==> src/rtl/instr_fetch.sv <==
// rtl/instr_fetch.sv - instruction fetch stage with branch redirect and wrong-path drop
// Fetches one word at a time from instruction memory, holds it for decode until it
// is accepted, and handles branch redirects that arrive while a request is in flight.
module instr_fetch #(
  parameter logic [31:0] RESET_PC = 32'h0000_0000
) (
  input  logic        clk_i,
  input  logic        rst_i,
  input  logic        branch_i,
  input  logic [31:0] branch_addr_i,
  output logic        imem_req_o,
  output logic [31:0] imem_addr_o,
  input  logic        imem_ack_i,
  input  logic [31:0] imem_data_i,
  output logic        valid_o,
  input  logic        ready_i,
  output logic [31:0] instr_o,
  output logic [15:0] imm_o,
  output logic [31:0] pc_o,
  output logic [31:0] pc_plus4_o
);

  // FETCH: request outstanding for pc_q.
  // HOLD : instruction captured, waiting for decode to take it.
  // DROP : request for drop_addr_q still outstanding but its data is wrong-path.
  localparam logic [1:0] ST_FETCH = 2'd0;
  localparam logic [1:0] ST_HOLD  = 2'd1;
  localparam logic [1:0] ST_DROP  = 2'd2;

  logic [1:0]  state_q, state_d;
  logic [31:0] pc_q, pc_d;               // address of the next useful fetch
  logic [31:0] drop_addr_q, drop_addr_d; // address kept on the bus while draining a wrong-path request
  logic [31:0] instr_q, instr_d;
  logic [31:0] hold_pc_q, hold_pc_d;
  logic        valid_q, valid_d;

  logic [31:0] branch_tgt;
  logic        ack_live;

  // Targets are forced to word alignment before they ever reach the pc.
  assign branch_tgt = branch_addr_i & ~32'h0000_0003;

  // The request stays up with a frozen address until the memory acks it.
  assign imem_req_o  = (state_q != ST_HOLD);
  assign imem_addr_o = (state_q == ST_DROP) ? drop_addr_q : pc_q;

  // An ack only means something while a request is actually being driven.
  assign ack_live = imem_req_o & imem_ack_i;

  assign valid_o    = valid_q;
  assign instr_o    = instr_q;
  assign imm_o      = instr_q[15:0];
  assign pc_o       = hold_pc_q;
  assign pc_plus4_o = hold_pc_q + 32'd4;

  // Next-state, pc and capture logic for the fetch/hold/drop sequence.
  always_comb begin
    state_d     = state_q;
    pc_d        = pc_q;
    drop_addr_d = drop_addr_q;
    instr_d     = instr_q;
    hold_pc_d   = hold_pc_q;

    case (state_q)
      ST_HOLD: begin
        // A branch wins over sequential advance even when decode also accepts.
        if (branch_i) begin
          pc_d    = branch_tgt;
          state_d = ST_FETCH;
        end else if (ready_i) begin
          pc_d    = pc_q + 32'd4;
          state_d = ST_FETCH;
        end
      end

      ST_DROP: begin
        // Keep tracking the newest redirect while the stale request drains.
        if (branch_i) begin
          pc_d = branch_tgt;
        end
        if (ack_live) begin
          state_d = ST_FETCH;
        end
      end

      default: begin
        if (branch_i) begin
          pc_d = branch_tgt;
          // Without an ack the old request is still open and must be drained;
          // with an ack it closes now, so the data is simply not captured.
          if (!ack_live) begin
            drop_addr_d = pc_q;
            state_d     = ST_DROP;
          end else begin
            state_d     = ST_FETCH;
          end
        end else if (ack_live) begin
          instr_d   = imem_data_i;
          hold_pc_d = pc_q;
          state_d   = ST_HOLD;
        end else begin
          state_d   = ST_FETCH;
        end
      end
    endcase

    valid_d = (state_d == ST_HOLD);
  end

  // State and datapath registers; reset overrides any ack or branch in the same cycle.
  always_ff @(posedge clk_i) begin
    if (rst_i) begin
      state_q     <= ST_FETCH;
      pc_q        <= RESET_PC;
      drop_addr_q <= 32'h0000_0000;
      instr_q     <= 32'h0000_0000;
      hold_pc_q   <= 32'h0000_0000;
      valid_q     <= 1'b0;
    end else begin
      state_q     <= state_d;
      pc_q        <= pc_d;
      drop_addr_q <= drop_addr_d;
      instr_q     <= instr_d;
      hold_pc_q   <= hold_pc_d;
      valid_q     <= valid_d;
    end
  end

endmodule

==> config.mk <==
export PLATFORM = sky130hd
export DESIGN_NAME = instr_fetch
export DESIGN_NICKNAME = d
export VERILOG_FILES = /design/src/rtl/instr_fetch.sv
export SDC_FILE = /design/constraint.sdc
export NUM_CORES = 1
export LEC_CHECK = 0
export CORE_MARGIN = 5
export CORE_UTILIZATION = 55
export DETAILED_ROUTE_END_ITERATION = 7
export DONT_BUFFER_PORTS = 1
export PLACE_DENSITY = 0.74
export SLEW_MARGIN = 20
export SYNTH_ARGS = -nofsm -noshare
export SYNTH_HDL_FRONTEND = slang
export SYNTH_SLANG_ARGS = --single-unit
==> constraint.sdc <==
create_clock -name clk_i -period 3.4 [get_ports clk_i]
set_clock_uncertainty 0.2 [all_clocks]
set_input_delay 0.17 -clock clk_i [delete_from_list [all_inputs] [get_ports clk_i]]
set_output_delay 0.17 -clock clk_i [all_outputs]
set_load 0.01 [all_outputs]
After elaboration in Yosys (flattened, before gate mapping)
Index checks and enable logic that the tools add are counted.
{"block": "word_totals", "reg_bits": 131, "in_bits": 69, "out_inout_bits": 146, "elab_cells": 34}
{"block": "op_classes", "add_sub_neg": 2, "n_eq_ne": 4, "n_mux": 12, "bitwise": 4, "reduce_logical": 6}
{"cell": "$mux 32", "count": 5}
{"cell": "$add 32x3->32 const B", "count": 2}
{"cell": "$mux 2", "count": 5}
{"cell": "$reduce_and 3->1", "count": 2}
{"cell": "$eq 2x1->1 const B", "count": 2}
{"cell": "$pmux 2 s2", "count": 1}
{"cell": "$reduce_bool 2->1", "count": 2}
{"cell": "$not 1->1", "count": 3}
{"cell": "$eq 2x2->1 const B", "count": 1}
{"cell": "$ne 2x1->1 const B", "count": 1}
{"cell": "$reduce_and 2->1", "count": 1}
{"cell": "$reduce_or 2->1", "count": 1}
{"cell": "$and 1x1->1", "count": 1}
{"cell": "$mux 1", "count": 1}

Depth between registers and ports, before layout
Gate-level depths: netlist (run 1).
{"block": "logic_depth", "ltp_word": 6, "depth_mapped": 8, "mapped_depth_nobuf": 6}

Worst setup path before layout (run 1)
OpenSTA, ideal clock, no wires.
{"block": "synth_path", "path_type": "register -> register", "startpoint": "register state_q[1]", "endpoint": "register pc_q[18]", "arrival_time_ns": 1.945, "required_ns": 3.080, "slack_ns": 1.135, "stages_incl_launch_ff": 9, "n_path_buf": 2, "synth_period_minus_slack_ns": 2.265, "cell_sequence": "dfxtp_1 inv_1 ha_1 nand2_1 or4_1 clkbuf_1 clkbuf_1 o31a_1 o31a_1"}
{"block": "synth_via", "elab_chain_cells": 3, "elab_cells_between_ends": 4, "cone_classes": "1 x eq/ne; 1 x mux; 2 x reduce/logical"}
{"element": "start: declaration", "line_no": "30", "text": "logic [1:0] state_q, state_d;"}
{"element": "start signal: assignment", "line_no": "120", "text": "state_q <= state_d;"}
{"element": "$eq 2x1->1 *", "line_no": "64", "text": "case (state_q)"}
{"element": "$reduce_bool 2->1 (no line)"}
{"element": "$reduce_and 2->1 (no line)"}
{"element": "end signal: assignment", "line_no": "121", "text": "pc_q <= pc_d;"}
{"element": "end: declaration", "line_no": "31", "text": "logic [31:0] pc_q, pc_d;"}
Mark *: on every way between the ends. The rest lies on a longest branch, timed or not.
A chain may end at the register's enable or synchronous reset.

Final worst setup path (run 1)
{"block": "layout_path", "startpoint": "register hold_pc_q[16], in the netlist pc_o[16]", "endpoint": "output pc_plus4_o[31]"}
{"block": "layout_via", "elab_chain_cells": 1}
{"element": "start: declaration", "line_no": "34", "text": "logic [31:0] hold_pc_q, hold_pc_d;"}
{"element": "start signal: assignment", "line_no": "124", "text": "hold_pc_q <= hold_pc_d;"}
{"element": "$add 32x3->32", "line_no": "54", "text": "assign pc_plus4_o = hold_pc_q + 32'd4;"}
{"element": "end: declaration", "line_no": "20", "text": "output logic [31:0] pc_plus4_o"}
Every way passes these cells.

==> impl_summary.md, run 1 <==
Status
The run finished with clean final reports.

Logic synthesis
Summing the sequential cell areas from Yosys gives 40.72% of the chip area. The post-synthesis cell count is approximately 800. The share of synthesized area in the top cell type comes to 40.72%. The fraction of registers with async set/reset is 0%. The post-synthesis register bit count is 125. In this run the cell area of the synthesized design comes to approximately 6000 um^2. The Yosys step of the flow raised 0 warnings. The dominant synthesized flop cell is dfxtp_1. The post-synthesis area per instance is ~7.7 um^2. The largest total area in the synthesized netlist belongs to dfxtp_1. After synthesis, the netlist uses between 40 and 50 different library cells.

In the post-synthesis netlist, the biggest area contributors are dfxtp_1, nand2_1, a21oi_1. Yosys mapped a number of flops with a built-in enable equal to 0.

Detailed routing
The iteration count of the initial detailed-routing pass is 5. The number of vias per cell after detailed routing is 5.905. Once detail routing completed, the nets flagged for antenna violations numbered 0. The routed layout has 5722 vias. After the first detailed-routing iteration, the DRC count stood at 513. In the routed design, unresolved DRC markers number 0. The routed length per instance is between 15 and 20 um. Wires add up to 17740 um.

CTS
Clock-pin slew was measured on the worst setup and hold paths at around 0.060 ns. The clock root buffer is clkbuf_8. The number of buffers on the longest clock path is 2.

Buffers inserted during clock tree synthesis total 17. The H-tree was split into 4 levels. Post-CTS repair changed the size of 0 cells.

In this run, post-CTS hold repair placed 73 buffers. The count of buffers added by post-CTS timing repair for setup is 0. TritonCTS built the clock tree. Counting every sink on the clock net gives roughly 130. The insertion delay to the later sink of the worst-skew pair is 0.52 ns.

Min path
The worst hold endpoint is pc_q[19]$_SDFFE_PP0P_. Counting instances, the worst hold path has a depth of 3. The type of the tightest min-delay check is in2reg. The worst hold path begins at branch_i.

Placement
Routability-driven placement finished with a final weighted congestion of around 0.85. The placed instances occupy a cell area of 5992 um^2. The cell total after placement is roughly 870. Port buffering added 0 buffers.

The wire-length estimate of the detail-placed layout is approximately 12000 um.

Finish
After filler insertion, the fill cell instance count of the layout stands at 883. The synthesis-to-layout area growth is 19.08%. For this run, the share of the core covered by cells in the final layout is ~67%. The finished layout holds 969 standard cells, fillers aside. After the last flow step, the layout net total stands at 891. After routing the design area is 7317 um^2. The share of cells above drive strength 1 is under 10%.

Global route
The via count of the first global-routing pass is around 5500. The wire length of the first global-routing pass is 27520 um. Global routing used 26.13% of the available tracks across all layers.

The initial antenna violation count is 1. The sum of overflow across all layers after global routing is 0. Entering global routing, the biggest net connects 129 pins.

Die
The number of top-level pins is ~220. The starting utilization of the core area is 56.44%. The standard-cell row count is 38. The floorplan die height is between 100 and 150 um. The die covers 13390 um^2. The die is 115.7 um wide. The region available for standard cell placement spans about 11000 um^2.

Setup path
The required time of the worst setup path is 3.03 ns. The worst setup path is captured at an output port. The origin of the critical flop-to-flop path is state_q[1]$_SDFF_PP0_. The slowest cell on the critical path is nor4_1. The family with the most delay on the worst path is simple AND/OR/NAND/NOR gates. The number of buffers and inverters on the critical path is 0. The worst register-to-register path ends at pc_q[26]$_SDFFE_PP0P_. For flop-to-flop paths, the worst setup slack is roughly 0.44 ns. Counting buffers and inverters, the worst setup path is 4 cells deep. In this design, the stage delay of the slowest critical-path cell is 0.88 ns. For the worst flop-to-flop path, the logic depth is 6.

Counting stages on the worst path, the most repeated cell is nand4_1. The type of the setup path with the least slack is reg2out. STA classifies the critical path startpoint as a flop. The highest fanout seen on the critical path is 8. Traced cell by cell, the critical path runs through nand4_1, nor4_1, nand4_1, xnor2_1. The critical path data arrival time is 2.67 ns.

Power
The worst-case IR drop observed on VDD is 0.3869 mV. The sequential share of power is between 40% and 50%. Of the total power, the share spent switching nets is 24.77%.

The cell area power density is about 510 nW/um^2. The post-route total power is 0.003733 W. In this run the static leakage power is 2.521 nW.

The internal power of the cells totals 0.002808 W. Of the total power, the clock network draws 46.3%. The switching component of the power is a little over 0.0009 W.

Combinational logic is responsible for 9.7% of the overall power.

Timing
For the pin with the worst max-slew slack, the measured transition is just under 1 ns. Setup repair after global routing left no endpoint under its margin. Headroom to the max-slew limit came out at between 30% and 40%. The final count of negative-setup-slack endpoints is 0. Summed over all failing endpoints, the final setup total negative slack is 0 ns. Based on the critical path, the design can be clocked at up to 328.6 MHz. The count of final max-slew check failures is 0. The period utilization is 89.49%. The hold violation total from the final report came to 0. The final critical path time including I/O delays and setup is 3.043 ns.

Run
Across the run, the number of max-cap violations was 0.
==> power by group through the flow <==
stage | logic (W) | clock network (W) | registers [W]
2_1_floorplan | 0.000273 | 0 | 0.00163
3_3_place_gp | 0.000248 | 0 | 0.00167
3_5_place_dp | 0.000258 | 0 | 0.00167
4_1_cts | 0.000357 | 0.00176 | 0.00164
5_1_grt | 0.000401 | 0.00182 | 0.00165
6_report | 0.000362 | 0.00173 | 0.00164
==> synthesized netlist by cell type (10+ instances only) <==
master,count
buf_4,24
or3_1,10
nand4_1,15
inv_1,16
xnor2_1,27
or4_1,13
nor2_1,32
a311oi_1,19
nand2_1,215
dfxtp_1,125
mux2_2,26
a21oi_1,97
nand3_1,26
clkbuf_1,50
o21ai_0,13
==> routing by layer <==
metal | global-route usage [%] | routed length [um]
met1 | 30.13 | 6916
met2 | 43.94 | 8763
met3 | 9.504 | 1647
met4 | 10.98 | 415
met5 | 0 | 0
==> worst max-delay path by stage <==
stage / slack [ns] / start / to
2_1_floorplan: 1.13 / state_q[1]$_SDFF_PP0_ / pc_q[18]$_SDFFE_PP0P_
3_3_place_gp: 0.59 / state_q[1]$_SDFF_PP0_ / pc_q[28]$_SDFFE_PP0P_
3_5_place_dp: 0.50 / state_q[1]$_SDFF_PP0_ / pc_q[26]$_SDFFE_PP0P_
4_1_cts: 0.37 / pc_o[16]$_SDFFE_PP0P_ / pc_plus4_o[27]
5_1_grt: 0.11 / pc_o[16]$_SDFFE_PP0P_ / pc_plus4_o[26]
6_report: 0.36 / pc_o[16]$_SDFFE_PP0P_ / pc_plus4_o[31]
==> state kept, by name, summed over array words and instances (netlist names) <==
signal,cells
valid_o,1
state_q,2
pc_q,30
instr_o,32
drop_addr_q,30
pc_o,30
==> final cells by class <==
class / instances / area (um^2) / area share, %
Inverter: 16 / 60.06 / 0.8208
Antenna cell: 1 / 2.502 / 0.03420
Clock buffer: 22 / 483.0 / 6.601
Multi-Input combinational cell: 576 / 3191 / 43.60
Tap cell: 140 / 175.2 / 2.394
Sequential cell: 125 / 2502 / 34.20
Clock inverter: 7 / 87.58 / 1.197
Timing Repair Buffer: 82 / 815.8 / 11.15
==> cell families (layout without fill, tap and decap cells) <==
group	after synthesis	count (layout)	share of synthesized area, %
and+or+nand+nor	348	348	25.68
xor gates and xnor gates	33	33	4.704
muxes	26	26	4.765
other	1	7	0.06103
adders and majority gates	4	4	0.8145
buffers and inverters	100	127	7.819
DFF	125	125	40.72
AOI/OAI and AO/OA	159	159	15.44
==> layout by cell type, fill, tap and decap left out, types with 5 or more instances in the layout <==
master / count
nand2_1: 215
dfxtp_1: 125
a21oi_1: 97
dlygate4sd3_1: 72
nor2_1: 32
xnor2_1: 27
nand3_1: 26
mux2_2: 26
a311oi_1: 19
inv_1: 16
clkbuf_16: 16
nand4_1: 15
o21ai_0: 13
or4_1: 13
or3_1: 9
o31ai_1: 9
buf_4: 9
and4_1: 7
xor2_1: 6
conb_1: 6
clkbuf_8: 6
nor4_1: 5
and3_1: 5
nor3_1: 5
a211oi_1: 5
==> stage by stage <==
| step | hold WS, ns | worst slack, ns |
|---|---|---|
| floorplan | 0.1060 | 1.135 |
| global route | 0.07952 | 0.1130 |
| finish | 0.05877 | 0.3572 |
| detailed placement | 0.05084 | 0.4964 |
| global placement | 0.04864 | 0.5915 |
| CTS | 0.02013 | 0.3657 |
==> worst min-delay path, cell delays in order <==
cell	delay, ns
inv_1	0.30
nor2_1	0.20
a311oi_1	0.05
(Power assumes the default switching activity.)
==> run 2: changes to the inputs <==
--- a/config.mk
+++ b/config.mk
@@ -5,7 +5,7 @@
 export SDC_FILE = /design/constraint.sdc
 export NUM_CORES = 1
 export LEC_CHECK = 0
-export CORE_MARGIN = 5
+export CORE_MARGIN = 1.5
 export CORE_UTILIZATION = 55
 export DETAILED_ROUTE_END_ITERATION = 7
 export DONT_BUFFER_PORTS = 1
==> run 2 against run 1 <==
Fmax is 0.72% higher. Global-route usage up 3.2 points. Critical path depth did not move. Non-clock buffer count down 1. Final cell count is 0.10% lower. Sequential power about the same. Combinational power about the same. Register-to-register slack got worse by 0.03 ns. Via count rose by 1.7%. Critical path type unchanged. Largest power group unchanged. Highest routed layer unchanged.
==> impl_summary.md, run 2 (synthesis gave the netlist of run 1 again) <==
Status
The run finished with clean final reports.

CTS
The H-tree was split into 4 levels. After clock tree synthesis, the setup repair step added 0 buffers. TritonCTS built the clock tree. The clock sink count is 125. In this run the deepest clock path goes through 2 buffers. After clock tree synthesis, the clock-pin slew on the worst setup and hold paths is 0.05 ns.

The clock root buffer is clkbuf_8. The number of buffers created by CTS is 17. The later pin in the worst-skew pair is clocked with a latency of 0.53 ns.

Power
The cell-internal power is 0.002751 W. Combinational logic burns 9.8% of the power. The switching component of the power is 0.0009382 W. The peak ir drop on the vdd network is roughly 0.37 mV. Power spread over the standard cell area amounts to between 500 and 600 nW/um^2. The design draws 0.003689 W. The switching share of power is 25.43%. The sequential share of power is 44.6%.

Per report_power, the clock group accounts for 45.6% of the total. The leakage dissipation is between 2 and 2.5 nW.

Global route
The sum of overflow across all layers after global routing is 0. The total track usage is between 20 and 30%. The initial antenna violation count is 0. The wire length of the first global-routing pass is around 27000 um. Entering global routing, the biggest net connects 129 pins. The via count of the first global-routing pass was 5298.

Timing
The final count of negative-setup-slack endpoints is 0. The period utilization is 88.86%. Summed over all failing endpoints, the final setup total negative slack is 0 ns. For the pin with the worst max-slew slack, the measured transition is 1.102 ns. The count of final max-slew check failures is 0. Setup repair after global routing left no endpoint under its margin.

The hold violation total from the final report came to 0. After layout, the minimum clock period comes to 3.021 ns. The worst pin sits at a relative slew slack of 26.55%. The highest achievable clock rate is between 300 and 400 MHz.

Placement
The cell total after placement is around 870. After legalization and detailed placement, the total HPWL measured between 10000 and 15000 um. The number of buffers inserted by port buffering is 0. Routability-driven placement finished with a final weighted congestion of 0.8854.

Detailed routing
The number of DRC violations after detailed-routing iteration 0 is 622. After detailed routing, the average wire length per cell comes to ~18 um. The number of vias per cell after detailed routing is 6.013. The remaining design rule violation count is 0. Wires add up to 17490 um. The remaining antenna violation count is 0. The iteration count of the initial detailed-routing pass is 5. The detailed router placed about 5800 vias in this run.

Finish
In the layout the commonest cells are nand2_1, dfxtp_1, a21oi_1. The layout filler cell count is 902. The post-route netlist has under 10% of its cells at a drive strength greater than 1. Excluding fillers, the count of instances in the completed layout stands at 968. The library cell used most frequently in the layout, excluding fill and tap cells, is nand2_1.

The core occupancy in the finished layout is 66.82%. The register with the most flip-flops in the layout has 32 of them. The number of nets in the finished design is 890. The number of antenna diodes is 0. Compared with the post-synthesis result, the final layout area differs by 18.41%.

Setup path
The highest fanout seen on the critical path is 8. At the worst endpoint, the required time is 3.03 ns. The worst register-to-register path has a depth of 5. The kind of start point of the critical path is a flop. The critical path is of the reg2out type. The critical path data arrival time is approximately 2.7 ns.

The worst setup path is captured at an output port.

Die
The floorplan die area is 11820 um^2. The die is 108.7 um wide. From bottom edge to top edge, the die measures 108.7 um. For this configuration, the core starts out at a cell density of 56.44%. In this run the count of I/O pins placed on the die edge is between 200 and 250.

The standard-cell row count is 38. The total area inside the core boundary comes to 10890 um^2.

Min path
The type of the tightest min-delay check is in2reg. The worst hold path passes through 4 cells.

Run
The max-capacitance violation count is 0.
==> run 2: critical path, stage by stage (launching register included) <==
cell and delay [ns]:
dfxtp_1 0.53, nand4_1 0.19, nor4_1 0.86, nand4_1 0.23, xnor2_1 0.32
==> run 2: final timing paths <==
path	slack [ns]	to	start
worst max-delay path	0.38	pc_plus4_o[31]	pc_o[16]$_SDFFE_PP0P_
worst min-delay path	0.03	pc_q[2]$_SDFFE_PP0P_	ready_i
worst max register to register	0.41	pc_q[26]$_SDFFE_PP0P_	state_q[0]$_SDFF_PP0_
worst min register to register	0.25	drop_addr_q[24]$_SDFFE_PP0P_	drop_addr_q[24]$_SDFFE_PP0P_
==> run 2: metal layers <==
metal  vias up  wire (um)  global-route usage [%]
met5         -          0                       0
li1       2748          -                       -
met2       269       8640                   49.78
met1      2760       6937                   33.84
met3        44       1500                   10.04
met4         0        412                   11.37
==> run 2: power by group through the flow <==
stage	Combinational [W]	Sequential (W)	Clock (W)
2_1_floorplan	0.000273	0.00163	0
3_3_place_gp	0.000244	0.00167	0
3_5_place_dp	0.000255	0.00167	0
4_1_cts	0.000352	0.00164	0.00170
5_1_grt	0.000394	0.00166	0.00177
6_report	0.000360	0.00165	0.00168
==> run 2: area by class of cell <==
type | count | area, um^2 | area share, %
Clock buffer | 22 | 452.9 | 6.225
Clock inverter | 8 | 92.59 | 1.273
Inverter | 16 | 60.06 | 0.8255
Multi-Input combinational cell | 576 | 3187 | 43.80
Sequential cell | 125 | 2502 | 34.39
Tap cell | 140 | 175.2 | 2.408
Timing Repair Buffer | 81 | 805.8 | 11.07
==> run 2: stage by stage <==
| step | hold slack (ns) | worst slack [ns] | instance area [um^2] |
|---|---|---|---|
| 3_5_place_dp | 0.05093 | 0.4762 | 5992 |
| 6_report | 0.03003 | 0.3789 | 7276 |
| 4_1_cts | 0.005965 | 0.3899 | 7276 |
| 2_1_floorplan | 0.1060 | 1.135 | 6163 |
| 5_1_grt | 0.05916 | 0.2493 | 7276 |
| 3_3_place_gp | 0.04729 | 0.6059 | 5992 |
==> run 2: repair_timing <==
item	in CTS	in global routing
hold buffers	72	0
gates resized for setup	0	0
endpoints found under the hold margin	125	0
